==> config.mk <==
export PLATFORM = sky130hd
export DESIGN_NAME = cam_frame_writer
export DESIGN_NICKNAME = d
export VERILOG_FILES = /design/src/rtl/isp_pkg.sv /design/src/rtl/cam_sync.sv /design/src/rtl/cam_frame_writer.sv
export SDC_FILE = /design/constraint.sdc
export NUM_CORES = 1
export LEC_CHECK = 0
export ABC_AREA = 1
export ABC_CLOCK_PERIOD_IN_PS = 2100
export BUFFER_PORTS_ARGS = -buffer_cell sky130_fd_sc_hd__buf_2
export CELL_PAD_IN_SITES_DETAIL_PLACEMENT = 1
export CELL_PAD_IN_SITES_GLOBAL_PLACEMENT = 1
export CORE_MARGIN = 2
export CORE_UTILIZATION = 45
export CTS_CLUSTER_SIZE = 25
export DETAILED_ROUTE_END_ITERATION = 12
export PLACE_DENSITY = 0.92
export SLEW_MARGIN = 5
export SYNTH_ARGS = -nofsm -noshare
export SYNTH_HDL_FRONTEND = slang
export SYNTH_SLANG_ARGS = --single-unit
==> constraint.sdc <==
create_clock -name clk -period 2.1 [get_ports clk]
set_clock_uncertainty 0.2 [all_clocks]
set_input_delay 0.525 -clock clk [delete_from_list [all_inputs] [get_ports clk]]
set_output_delay 0.525 -clock clk [all_outputs]
set_load 0.02 [all_outputs]
==> src/rtl/isp_pkg.sv <==
// Shared types and default geometry for the camera frame-buffer writer path.
package isp_pkg;

    localparam int DEF_H_PIXELS = 320;
    localparam int DEF_V_LINES  = 240;
    localparam int DEF_ADDR_W   = 17;

    typedef struct packed {
        logic [3:0] r;
        logic [3:0] g;
        logic [3:0] b;
    } rgb444_t;

    typedef enum logic [1:0] {
        IDLE,
        ARMED,
        CAPTURE,
        DONE
    } cam_state_e;

endpackage

==> src/rtl/cam_sync.sv <==
// Brings the asynchronous camera bus into the clk domain: 2-flop synchronizers,
// registered edge detectors for pclk/href/vsync, and href/data delayed to line up with pclk_rise.
module cam_sync (
    input  logic       clk,
    input  logic       reset,
    input  logic       cam_pclk,
    input  logic       cam_href,
    input  logic       cam_vsync,
    input  logic [7:0] cam_data,
    output logic       pclk_rise,
    output logic       href,
    output logic       href_fall,
    output logic       vsync_rise,
    output logic       vsync_fall,
    output logic [7:0] data
);

    logic [1:0] pclk_sync;
    logic [1:0] href_sync;
    logic [1:0] vsync_sync;
    logic [7:0] data_s1;
    logic [7:0] data_s2;
    logic       pclk_prev;
    logic       href_prev;
    logic       vsync_prev;

    always_ff @(posedge clk or negedge reset) begin
        if (!reset) begin
            pclk_sync  <= '0;
            href_sync  <= '0;
            vsync_sync <= '0;
            data_s1    <= '0;
            data_s2    <= '0;
            pclk_prev  <= 1'b0;
            href_prev  <= 1'b0;
            vsync_prev <= 1'b0;
            pclk_rise  <= 1'b0;
            href       <= 1'b0;
            href_fall  <= 1'b0;
            vsync_rise <= 1'b0;
            vsync_fall <= 1'b0;
            data       <= '0;
        end else begin
            pclk_sync  <= {pclk_sync[0], cam_pclk};
            href_sync  <= {href_sync[0], cam_href};
            vsync_sync <= {vsync_sync[0], cam_vsync};
            data_s1    <= cam_data;
            data_s2    <= data_s1;
            pclk_prev  <= pclk_sync[1];
            href_prev  <= href_sync[1];
            vsync_prev <= vsync_sync[1];
            // Edge flags are registered, so href and data get one extra stage to stay aligned.
            pclk_rise  <= pclk_sync[1] & ~pclk_prev;
            href_fall  <= ~href_sync[1] & href_prev;
            vsync_rise <= vsync_sync[1] & ~vsync_prev;
            vsync_fall <= ~vsync_sync[1] & vsync_prev;
            href       <= href_sync[1];
            data       <= data_s2;
        end
    end

endmodule

==> src/rtl/cam_frame_writer.sv <==
// Camera RGB565 byte stream to RGB444 frame-buffer writes, one per pixel.
// Optional build macro CAM_DECIMATE_EN: VGA camera, keep only even-x/even-y pixels.
module cam_frame_writer
    import isp_pkg::*;
#(
    parameter int H_PIXELS = DEF_H_PIXELS,
    parameter int V_LINES  = DEF_V_LINES,
    parameter int ADDR_W   = DEF_ADDR_W
) (
    input  logic              clk,
    input  logic              reset,
    input  logic              capture_en,
    input  logic              cam_pclk,
    input  logic              cam_href,
    input  logic              cam_vsync,
    input  logic [7:0]        cam_data,
    output logic [ADDR_W-1:0] wAddr,
    output logic [11:0]       wData,
    output logic              we,
    output logic              frame_active,
    output logic              frame_done,
    output logic              frame_short,
    output cam_state_e        state_dbg
);

    localparam logic [ADDR_W-1:0] H_A = ADDR_W'(H_PIXELS);
    localparam logic [ADDR_W-1:0] V_A = ADDR_W'(V_LINES);

    logic       pclk_rise;
    logic       href;
    logic       href_fall;
    logic       vsync_rise;
    logic       vsync_fall;
    logic [7:0] data;

    cam_sync u_sync (
        .clk        (clk),
        .reset      (reset),
        .cam_pclk   (cam_pclk),
        .cam_href   (cam_href),
        .cam_vsync  (cam_vsync),
        .cam_data   (cam_data),
        .pclk_rise  (pclk_rise),
        .href       (href),
        .href_fall  (href_fall),
        .vsync_rise (vsync_rise),
        .vsync_fall (vsync_fall),
        .data       (data)
    );

    cam_state_e        state;
    logic              phase;
    logic [7:0]        byte1;
    logic [ADDR_W-1:0] x_cnt;
    logic [ADDR_W-1:0] y_cnt;
    logic [ADDR_W-1:0] line_base;
`ifdef CAM_DECIMATE_EN
    logic              cam_x_odd;
    logic              cam_y_odd;
`endif

    // RGB565 bits dropped by the 4-bit truncation.
    logic unused_bits;
    assign unused_bits = ^{byte1[3], data[6:5], data[0]};

    assign state_dbg = state;

    always_ff @(posedge clk or negedge reset) begin
        if (!reset) begin
            state        <= IDLE;
            phase        <= 1'b0;
            byte1        <= '0;
            x_cnt        <= '0;
            y_cnt        <= '0;
            line_base    <= '0;
            wAddr        <= '0;
            wData        <= '0;
            we           <= 1'b0;
            frame_active <= 1'b0;
            frame_done   <= 1'b0;
            frame_short  <= 1'b0;
`ifdef CAM_DECIMATE_EN
            cam_x_odd    <= 1'b0;
            cam_y_odd    <= 1'b0;
`endif
        end else begin
            we         <= 1'b0;
            frame_done <= 1'b0;
            case (state)
                IDLE: if (capture_en) state <= ARMED;
                ARMED: begin
                    if (vsync_fall) begin
                        state        <= CAPTURE;
                        frame_active <= 1'b1;
                        frame_short  <= 1'b0;
                    end
                end
                CAPTURE: begin
                    if (vsync_rise) begin
                        // Any half-received pixel is discarded along with the counters.
                        state        <= DONE;
                        frame_active <= 1'b0;
                        frame_done   <= 1'b1;
                        frame_short  <= (y_cnt < V_A);
                        phase        <= 1'b0;
                        x_cnt        <= '0;
                        y_cnt        <= '0;
                        line_base    <= '0;
`ifdef CAM_DECIMATE_EN
                        cam_x_odd    <= 1'b0;
                        cam_y_odd    <= 1'b0;
`endif
                    end else if (href_fall) begin
                        x_cnt <= '0;
                        phase <= 1'b0;
`ifdef CAM_DECIMATE_EN
                        cam_x_odd <= 1'b0;
                        cam_y_odd <= ~cam_y_odd;
                        if (!cam_y_odd) begin
                            y_cnt <= y_cnt + 1'b1;
                            if (y_cnt < V_A) line_base <= line_base + H_A;
                        end
`else
                        y_cnt <= y_cnt + 1'b1;
                        if (y_cnt < V_A) line_base <= line_base + H_A;
`endif
                    end else if (pclk_rise && href) begin
                        phase <= ~phase;
                        if (!phase) begin
                            byte1 <= data;
                        end else begin
                            wData <= rgb444_t'{r: byte1[7:4], g: {byte1[2:0], data[7]}, b: data[4:1]};
                            wAddr <= line_base + x_cnt;
`ifdef CAM_DECIMATE_EN
                            cam_x_odd <= ~cam_x_odd;
                            we <= !cam_x_odd && !cam_y_odd && (x_cnt < H_A) && (y_cnt < V_A);
                            if (!cam_x_odd && !cam_y_odd) x_cnt <= x_cnt + 1'b1;
`else
                            we    <= (x_cnt < H_A) && (y_cnt < V_A);
                            x_cnt <= x_cnt + 1'b1;
`endif
                        end
                    end
                end
                DONE: state <= capture_en ? ARMED : IDLE;
                default: state <= IDLE;
            endcase
        end
    end

endmodule

==> flow_metrics.py, run 1 <==
metrics = {
    "status": {
        "outcome": "completed",
    },
    "detailed_routing": {
        "avgViaCountPerCell": 5.490,
        "dr_total_vias": 5501,
        "drc": 0,
        "ant_nets": 0,
        "drtPass1Iterations": 4,
        "wirelength_um": 18650,
        "wire_per_inst_um": 18.61,
        "drt_first_iter_violations": 351,
    },
    "hold_path": {
        "hold_end": "u_sync.data_s1[2]",
        "hold_depth": 1,
        "min_path_type": "primary input to register",
        "min_from": "cam_data[2]",
    },
    "floorplanning": {
        "start_util": 0.4571,
        "core_area_um2": 13090,
        "fp.dieH_um": 119.3,
        "die-area_um2": 14230,
        "io_pins": 49,
        "rows": 42,
        "die_x_um": 119.3,
    },
    "yosys": {
        "ys_warn_count": 0,
        "synth_nets": 765,
        "syn_inst": 734,
        "synth_cell_types": 32,
        "synth_top_family_by_area": "simple AND/OR/NAND/NOR gates",
        "yosys.area_share.simple": 0.2793,
        "ys_ff_latch": 125,
        "netlist_area_um2": 5981,
        "postSynthAreaPerCell_um2": 8.148,
        "synth_fa_ha_area_frac": 0.03556,
        "synth.area.mux_share": 0.001883,
        "synthXorXnorAreaFrac": 0.01318,
        "synth_compound_area_frac": 0.07929,
        "yosysSeqAreaShare": 0.5230,
    },
    "clock_tree": {
        "clock_latency_ns": 0.43,
        "clock_path_buffers": 2,
        "cts_tree": "built",
        "numCtsBuffers": 17,
        "clk_pin_slew_ns": 0.06,
        "root_buffer": "clkbuf_16",
        "numClockSinks": 125,
        "htree_levels": 4,
    },
    "critical_path": {
        "worstSetupPathType": "register to register",
        "rr_worst_depth": 6,
        "cp.arrival_ns": 2.21,
        "r2r_start": "state_dbg[0]",
        "crit_fanout": 13,
        "r2r_setup_slack_ns": 0.009,
        "cp.required_ns": 2.22,
        "crit_path_end_kind": "register",
        "critPathLaunchType": "register",
        "r2r_end": "byte1[7]",
    },
    "finish": {
        "drive_gt1_frac": 0.1538,
        "final_cell_mix": "nand2_1, dfrtp_1, nor2_1",
        "layout_commonest_cell": "nand2_1",
        "layout.cells.non_filler": 1002,
        "area_delta_synth_final_pct": 21.11,
        "nets": 844,
        "utilization": 0.5535,
        "antenna_cells": 0,
    },
    "timing": {
        "fin_crit_sh": 0.9955,
        "finalWorstSetupSlack_ns": 0.009391,
        "max_freq_mhz": 478.3,
        "whs_ns": 0.007021,
        "final_max_slew_viol_count": 0,
        "hold_viol_final": 0,
        "fin_crit_ns": 2.091,
        "maxSlewHeadroom": 0.6743,
        "worst_pin_slew_ns": 0.4835,
        "setup_viol": 0,
    },
    "placement": {
        "place_inst": 963,
        "numPortBuffers": 48,
        "dp_hpwl_um": 12170,
        "gp_congestion": 0.8775,
        "pre_cts_ws_ns": 0.02440,
    },
    "pwr": {
        "finalPower_mw": 7.557,
        "power_leakage_nw": 3.705,
        "ir_worst_vdd_mv": 0.5205,
        "power_density_nw_per_um2": 1043,
    },
    "grt": {
        "antenna_found_initial": 0,
        "first_global_vias": 6162,
        "grt_pass1_wl_um": 30030,
        "grt_max_degree": 36,
        "overflow": 0,
        "grt.total_usage": 0.2700,
    },
    "flow_run": {
        "max_cap_violations": 0,
    },
}
## flip-flops by register name, indices dropped and copies added (netlist names), 2 cells and up
signal and flops:
wAddr 17, x_cnt 17, y_cnt 17, wData 12, line_base 11, u_sync.data 8, u_sync.data_s1 8, u_sync.data_s2 8
byte1 7, state_dbg 2, u_sync.href_sync 2, u_sync.pclk_sync 2, u_sync.vsync_sync 2
## logic make-up (layout without fill, tap and decap cells)
kind of cell | count (synthesis) | after routing
AO/OA/AOI/OAI | 88 | 88
XOR/XNOR | 9 | 9
adder cells (fa/ha/maj) | 17 | 17
buffers and inverters | 100 | 191
flip-flops | 125 | 125
multiplexers | 1 | 1
AND/OR/NAND/NOR | 394 | 395
## layout make-up
cell class / instances / area, um^2
fill: 1604 / 5842
sequential: 125 / 3129
multi-input combinational: 510 / 2490
timing repair buffer: 73 / 488.0
clock buffer: 19 / 442.9
inverter: 86 / 330.3
tap: 176 / 220.2
clock inverter: 13 / 142.6
## critical path, stage by stage, from the launching register on
cell,delay (ns)
dfrtp_1,0.40
inv_2,0.10
ha_1,0.19
nand3_1,0.17
nor2_1,0.30
buf_4,0.27
mux2_2,0.35
## per-layer routing
metal  global-route usage  part of all wire  wire length [um]  vias up
met2               0.4943              0.53              9835      139
met4               0.1138             0.033               615        0
li1                     -                 -                 -     2526
met1               0.2961              0.40              7453     2788
met3              0.06705             0.040               743       48
met5                    0                 0                 0        -
## Yosys cell counts, drive strengths merged
cell,n,area [um^2]
a21oi,14,70.07
a2bb2oi,1,8.760
a31oi,7,43.79
buf,7,56.30
clkbuf,7,26.28
dfrtp,125,3128
ha,17,212.7
inv,86,322.8
mux2,1,11.26
nand2,219,842.1
nand3,48,240.2
nand3b,2,15.01
nand4,22,137.6
nor2,83,330.3
nor3,16,80.08
nor4,2,12.51
o211ai,1,7.510
o21a,1,7.510
o21ai,57,285.3
o21bai,6,45.04
o22ai,1,6.260
or2,2,12.51
xnor2,3,26.28
xor2,6,52.55
## power by group
part / leakage [nW] / switching (mW) / internal, mW / total, mW
sequential: 1.63 / 0.232 / 2.73 / 2.96
combinational: 1.79 / 1.12 / 0.555 / 1.67
clock: 0.283 / 1.14 / 1.78 / 2.92
total: 3.70 / 2.49 / 5.06 / 7.56
## stage by stage
step / TNS, ns / area (um^2)
floorplan: 0 / 5981
global placement: 0 / 6554
detailed placement: 0 / 6554
CTS: -0.02848 / 7174
global route: -0.1738 / 7243
finish: 0 / 7243
## how the worst max path moves through the flow
| stage | to | startpoint | slack, ns | cells after the start |
|---|---|---|---|---|
| 2_1_floorplan | wAddr[9] | state_dbg[0] | 0.16 | 7 |
| 3_3_place_gp | x_cnt[7] | state_dbg[0] | 0.17 | 10 |
| 3_5_place_dp | x_cnt[7] | state_dbg[0] | 0.02 | 11 |
| 4_1_cts | x_cnt[4] | state_dbg[0] | -0.02 | 9 |
| 5_1_grt | byte1[7] | state_dbg[0] | -0.04 | 6 |
| 6_report | byte1[7] | state_dbg[0] | 0.009 | 6 |
## repair_timing
item,in CTS,in global routing
buffers inserted,0,3
hold buffers,3,0
resized for setup,2,14
endpoints found under the setup margin,4,29
pin swaps,0,1
endpoints found under the hold margin,30,0
cloned,0,1
(Power assumes the default switching activity.)
==> run 2: changes to the inputs <==
--- a/config.mk
+++ b/config.mk
@@ -14,8 +14,10 @@
 export CORE_UTILIZATION = 45
 export CTS_CLUSTER_SIZE = 25
 export DETAILED_ROUTE_END_ITERATION = 12
-export PLACE_DENSITY = 0.92
+export GPL_TIMING_DRIVEN = 0
+export PLACE_DENSITY = 0.91
 export SLEW_MARGIN = 5
 export SYNTH_ARGS = -nofsm -noshare
 export SYNTH_HDL_FRONTEND = slang
+export SYNTH_HIERARCHICAL = 1
 export SYNTH_SLANG_ARGS = --single-unit
==> run 2 against run 1 <==
  * Register-to-register slack better by 0.05 ns
  * Clock power is 5% higher
  * Synthesized cell count is 0.27% lower
  * Die area is 3.0% higher
  * Global-route usage is 0.97 points higher
  * Sequential cell count stayed put
  * Final cell count is 0.40% lower
  * Count of clock-buffer cells in the layout is 1 lower
  * Sequential power is 5% higher
  * Non-clock buffer count is 1 lower
==> flow_metrics.py, run 2 <==
metrics = {
    "timing": {
        "maxSlewHeadroom": 0.4931,
        "fin_crit_sh": 0.9725,
        "finalWorstSetupSlack_ns": 0.05768,
        "max_freq_mhz": 489.6,
        "fin_crit_ns": 2.042,
        "final_max_slew_viol_count": 0,
        "setup_viol": 0,
        "hold_viol_final": 0,
        "rsz0062_at_grt": "false",
        "worst_pin_slew_ns": 0.7524,
        "whs_ns": 0.007371,
    },
    "critical_path": {
        "r2r_setup_slack_ns": 0.06,
        "rr_worst_depth": 7,
        "critPathLaunch": "state_dbg[0]",
        "r2r_end": "we",
        "crit_fanout": 10,
        "crit_path_end_kind": "register",
        "cp.arrival_ns": 2.17,
        "r2r_start": "state_dbg[0]",
        "critPathLaunchType": "register",
        "cp.required_ns": 2.23,
        "worstSetupPathType": "register to register",
    },
    "yosys": {
        "synth_cell_types": 44,
        "ys_ff_latch": 125,
        "ys.flop_type": "dfrtp_1",
        "synthTopCellsByCount": "nand2_1, dfrtp_1, inv_1",
        "netlist_area_um2": 6166,
        "synth_edf_count": 0,
        "synthTopCellsByArea": "dfrtp_1, nand2_1, inv_1, nor2_1, nand3_1",
        "synth_nets": 764,
        "yosysTopAreaCell": "dfrtp_1",
        "async_flop_share": 1.000,
        "syn_inst": 732,
        "synth_most_common_cell": "nand2_1",
        "postSynthAreaPerCell_um2": 8.423,
        "yosysSeqAreaShare": 0.5073,
        "ys_warn_count": 6,
        "yosysTopAreaCellShare": 0.5073,
    },
    "pwr": {
        "power_density_nw_per_um2": 1078,
        "ir_worst_vdd_mv": 0.8022,
        "switching_share": 0.3486,
        "seqPwrFrac": 0.389,
        "p_int_mw": 5.212,
        "power_leakage_nw": 3.740,
        "power.switching_mw": 2.789,
        "combPwrFrac": 0.227,
        "p_clk_frac": 0.384,
    },
    "finish": {
        "area_delta_synth_final_pct": 20.33,
        "design_area_um2": 7420,
        "layout_commonest_cell": "nand2_1",
        "final_cell_mix": "nand2_1, dfrtp_1, inv_1",
        "reg_top3": "wAddr x17, x_cnt x17, y_cnt x17",
        "drive_gt1_frac": 0.1691,
        "layout.cells.non_filler": 998,
        "utilization": 0.5581,
        "antenna_cells": 0,
        "n_fill_cell": 1560,
        "nets": 841,
    },
    "clock_tree": {
        "htree_levels": 4,
        "numClockSinks": 125,
        "clock_latency_ns": 0.43,
        "clock_path_buffers": 2,
        "root_buffer": "clkbuf_16",
        "numCtsBuffers": 17,
        "cts_tree": "built",
        "clk_pin_slew_ns": 0.06,
    },
    "placement": {
        "dpl_cell_area_um2": 6660,
        "numPortBuffers": 48,
        "gp_congestion": 0.8816,
        "dp_hpwl_um": 12320,
        "pre_cts_ws_ns": -0.09653,
        "place_inst": 957,
    },
    "detailed_routing": {
        "wirelength_um": 19350,
        "ant_nets": 0,
        "drt_first_iter_violations": 426,
        "drtPass1Iterations": 5,
        "drc": 0,
        "wire_per_inst_um": 19.39,
        "dr_total_vias": 5510,
        "avgViaCountPerCell": 5.521,
    },
    "floorplanning": {
        "fp.dieH_um": 121.1,
        "core_area_um2": 13300,
        "die_x_um": 121.1,
        "rows": 42,
        "start_util": 0.4638,
        "io_pins": 49,
        "die-area_um2": 14650,
    },
    "flow_run": {
        "max_cap_violations": 0,
    },
    "hold_path": {
        "min_from": "cam_data[6]",
        "hold_depth": 1,
        "hold_end": "u_sync/data_s1[6]",
        "min_path_type": "primary input to register",
    },
    "grt": {
        "antenna_found_initial": 0,
        "grt_pass1_wl_um": 31400,
        "first_global_vias": 6221,
        "overflow": 0,
        "grt_max_degree": 79,
        "grt.total_usage": 0.2797,
    },
    "status": {
        "outcome": "completed",
    },
}
run 2: cell types whose count changed after synthesis, sizes merged, moves of 3 or more:
cell    change
inv         +6
clkbuf      -7
o21bai      -3
a31oi       -5
buf         +7
nand4       +4
nor2        -7
xnor2       +4
nand2      -16
o21ai       -6
a21oi      +10
nand3       +7
run 2: area by class of cell:
type | count | area (um^2) | share of cell area
plain buffers | 14 | 81.33 | 0.01096
clock buffers | 18 | 439.2 | 0.05919
clock inverters | 14 | 171.4 | 0.02310
inverters | 93 | 354.1 | 0.04772
multi-input cells | 500 | 2660 | 0.3585
flip-flops and latches | 125 | 3129 | 0.4218
well taps | 176 | 220.2 | 0.02968
repair buffers | 58 | 364.1 | 0.04907
run 2: timing repair:
action	CTS	global route
setup endpoints to repair	51	16
hold endpoints to repair	54	1
gates resized for setup	2	12
hold buffers	8	1
setup buffers	0	0
run 2: logic make-up after synthesis:
family	Yosys count	synth area share
buf+inv	107	0.07041
simple gates	380	0.2859
fa+ha+maj	18	0.03653
compound gates	88	0.07995
other cells	1	0.0006082
xor+xnor	11	0.01562
mux	2	0.003652
flops	125	0.5073
run 2: worst max path at each step:
stage                               end  slack (ns)  depth (start not counted)
after floorplan            state_dbg[0]        0.13                          9
after global placement    line_base[10]       -1.24                          1
after detailed placement             we        -0.1                          7
after CTS                     wAddr[14]        0.01                         10
after global routing          wAddr[16]       0.005                          9
final                                we        0.06                          7
run 2: power by group through the flow:
stage / combinational (mW) / sequential [mW] / clock, mW
after floorplan: 0.915 / 3.23 / 0
after global placement: 1.52 / 3.07 / 0
after detailed placement: 1.67 / 3.11 / 0
after CTS: 1.76 / 3.08 / 3.09
after global routing: 1.99 / 3.15 / 3.20
final: 1.82 / 3.11 / 3.07
run 2: routing by layer:
layer	track usage	routed length (um)
met1	0.3187	7628
met2	0.4958	10200
met3	0.04934	746
met4	0.1519	777
met5	0	0
run 2: critical path, cell delays in order, from the launching register on:
cell and delay [ns]:
dfrtp_1 0.44, inv_2 0.13, ha_4 0.21, inv_2 0.10
nor2_8 0.17, nand3_4 0.15, buf_2 0.27, nor3_2 0.25
run 2: metrics by stage:
step / power [mW] / setup TNS, ns
after floorplan: 4.142 / 0
after global placement: 4.591 / -154.18
after detailed placement: 4.779 / -0.8992
after CTS: 7.932 / 0
after global routing: 8.336 / 0
final: 8.001 / 0
==> run 3: changes to the inputs <==
--- a/config.mk
+++ b/config.mk
@@ -5,13 +5,12 @@
 export SDC_FILE = /design/constraint.sdc
 export NUM_CORES = 1
 export LEC_CHECK = 0
-export ABC_AREA = 1
 export ABC_CLOCK_PERIOD_IN_PS = 2100
 export BUFFER_PORTS_ARGS = -buffer_cell sky130_fd_sc_hd__buf_2
 export CELL_PAD_IN_SITES_DETAIL_PLACEMENT = 1
 export CELL_PAD_IN_SITES_GLOBAL_PLACEMENT = 1
 export CORE_MARGIN = 2
-export CORE_UTILIZATION = 45
+export CORE_UTILIZATION = 47
 export CTS_CLUSTER_SIZE = 25
 export DETAILED_ROUTE_END_ITERATION = 12
 export GPL_TIMING_DRIVEN = 0
==> run 3 against run 2 <==
  * The flow now finishes with violations (negative setup slack)
  * Clock power grew 10%
  * Non-clock buffer count grew 14
  * Sequential power grew 2%
  * Die area shrank 16%
  * Combinational power is essentially flat
  * Worst hold slack lost 0.0027 ns
  * Synthesized cell count shrank 33%
  * Sequential cell count is the same
  * Critical endpoint is now line_base[10]
  * Highest routed layer unchanged
==> flow_metrics.py, run 3 <==
metrics = {
    "finish": {
        "reg_top3": "wAddr x17, x_cnt x17, y_cnt x17",
        "seq_area_um2": 3143,
        "utilization": 0.6397,
        "multiInputGateArea_um2": 2440,
        "nets": 613,
        "final_cell_mix": "dfrtp_1, nand2_1, buf_2",
        "drive_gt1_frac": 0.3035,
        "antenna_cells": 0,
        "n_fill_cell": 1118,
        "layout_commonest_cell": "dfrtp_1",
        "area_delta_synth_final_pct": 31.28,
    },
    "yosys": {
        "ys.flop_type": "dfrtp_1",
        "synth_most_common_cell": "dfrtp_1",
        "ys_ff_latch": 125,
        "syn_inst": 493,
        "async_flop_share": 1.000,
        "synth_nets": 525,
        "ys_warn_count": 6,
        "synth_cell_types": 49,
        "netlist_area_um2": 5351,
        "synthTopCellsByArea": "dfrtp_1, nand2_1, xor2_1, ha_1, xnor2_1",
        "yosysSeqAreaShare": 0.5845,
        "yosysTopAreaCellShare": 0.5845,
        "postSynthAreaPerCell_um2": 10.85,
        "synth_edf_count": 0,
        "yosysTopAreaCell": "dfrtp_1",
        "synthTopCellsByCount": "dfrtp_1, nand2_1, nor2_1",
    },
    "detailed_routing": {
        "wirelength_um": 17190,
        "drc": 0,
        "drt_first_iter_violations": 235,
        "ant_nets": 0,
        "avgViaCountPerCell": 5.775,
        "drtPass1Iterations": 4,
        "wire_per_inst_um": 23.45,
        "dr_total_vias": 4233,
    },
    "pwr": {
        "power_leakage_nw": 3.313,
        "combPwrFrac": 0.220,
        "p_clk_frac": 0.403,
        "power.switching_mw": 2.730,
        "switching_share": 0.3249,
        "ir_worst_vdd_mv": 0.6427,
        "power_density_nw_per_um2": 1196,
        "seqPwrFrac": 0.377,
        "p_int_mw": 5.672,
    },
    "floorplanning": {
        "rows": 38,
        "start_util": 0.4872,
        "io_pins": 49,
        "die_x_um": 110.7,
        "fp.dieH_um": 110.7,
        "die-area_um2": 12260,
        "core_area_um2": 10980,
    },
    "placement": {
        "pre_cts_ws_ns": -0.5270,
        "dp_hpwl_um": 8721,
        "gp_congestion": 0.8284,
        "numPortBuffers": 48,
    },
    "grt": {
        "grt.total_usage": 0.2821,
        "grt_pass1_wl_um": 26340,
        "antenna_found_initial": 0,
        "first_global_vias": 4810,
        "grt_max_degree": 74,
        "overflow": 0,
    },
    "critical_path": {
        "cp_num_buf_inv": 1,
        "cp.required_ns": 2.24,
        "crit_path_end_kind": "register",
        "crit_family": "simple AND/OR/NAND/NOR gates",
        "max_stage_delay_ns": 0.51,
        "critPathLaunchType": "register",
        "worstSetupPathType": "register to register",
        "cp.arrival_ns": 2.47,
        "cp_slowest_cell": "or4_4",
        "crit_chain": "or4_4 > nor3_4 > nand4_4 > buf_6 > nor3b_4 > xnor2_2 > nor2_2",
        "crit_fanout": 5,
    },
    "clock_tree": {
        "clock_path_buffers": 2,
        "clock_latency_ns": 0.43,
        "clk_pin_slew_ns": 0.06,
        "root_buffer": "clkbuf_16",
        "htree_levels": 4,
        "numCtsBuffers": 17,
        "numClockSinks": 125,
        "cts_tree": "built",
    },
    "status": {
        "outcome": "complete, but fails checks",
        "violations": "negative setup slack",
    },
    "flow_run": {
        "max_cap_violations": 0,
    },
    "timing": {
        "hold_viol_final": 0,
        "finalWorstSetupSlack_ns": -0.2351,
        "final_max_slew_viol_count": 0,
        "fin_crit_ns": 2.335,
        "maxSlewHeadroom": 0.4350,
        "rsz0062_at_grt": "true",
        "max_freq_mhz": 428.3,
        "fin_crit_sh": 1.112,
        "setup_viol": 13,
        "finalSetupTns_ns": -1.798,
        "worst_pin_slew_ns": 0.8475,
        "whs_ns": 0.004708,
    },
    "hold_path": {
        "min_path_type": "primary input to register",
    },
}
run 3: path summary, 6_finish.rpt:
check / start / endpoint / slack, ns / cells after the start
min in group asynchronous: reset / wData[4] / 0.42 / 2
max reg2reg: y_cnt[15] / line_base[10] / -0.24 / 7
min: cam_data[1] / u_sync/data_s1[1] / 0.005 / 1
max in group asynchronous: reset / x_cnt[13] / 0.53 / 3
max: y_cnt[15] / line_base[10] / -0.24 / 7
min reg2reg: u_sync/data_s2[5] / u_sync/data[5] / 0.15 / 0
run 3: kinds of logic (layout without fill, tap and decap cells):
group / count (synthesis) / after routing / share of synthesized area
buffers and inverters: 27 / 127 / 0.02057
and+or+nand+nor: 200 / 200 / 0.1819
adders and majority gates: 18 / 18 / 0.04209
xor gates and xnor gates: 48 / 48 / 0.07856
DFF: 125 / 125 / 0.5845
muxes: 10 / 10 / 0.02081
AOI/OAI and AO/OA: 64 / 64 / 0.07085
other: 1 / 1 / 0.0007008
run 3: repair_timing:
item	in CTS	in global routing
setup buffers	10	7
hold buffers	7	1
resized for setup	52	36
pin swaps	15	12
endpoints found under the hold margin	58	1
cloned	1	0
endpoints found under the setup margin	80	56
run 3: layer usage:
metal,vias to the layer above,global-route usage,wire length [um]
met5,-,0,0
met4,0,0.1450,720
met3,56,0.06998,654
met2,145,0.5072,9309
met1,2186,0.3077,6503
li1,1846,-,-
run 3: layout make-up:
class	count	area share
Buffer	11	0.01015
Clock buffer	19	0.06447
Clock inverter	12	0.02992
Inverter	10	0.005699
Multi-Input combinational cell	341	0.3473
Sequential cell	125	0.4474
Tap cell	140	0.02493
Timing Repair Buffer	75	0.07017
run 3: power by group through the flow:
stage          Sequential [mW]  Combinational, mW  Clock (mW)
2_1_floorplan             3.25              0.761           0
3_3_place_gp              3.07               1.34           0
3_5_place_dp              3.11               1.45           0
4_1_cts                   3.12               1.66        3.36
5_1_grt                   3.21               1.98        3.49
6_report                  3.17               1.85        3.38
run 3: through the flow:
stage / instance area [um^2] / instances / power [mW]
2_1_floorplan: 5383 / 493 / 4.007
3_3_place_gp: 5798 / 681 / 4.406
3_5_place_dp: 5832 / 682 / 4.562
4_1_cts: 6825 / 726 / 8.140
5_1_grt: 7025 / 733 / 8.680
6_report: 7025 / 733 / 8.402
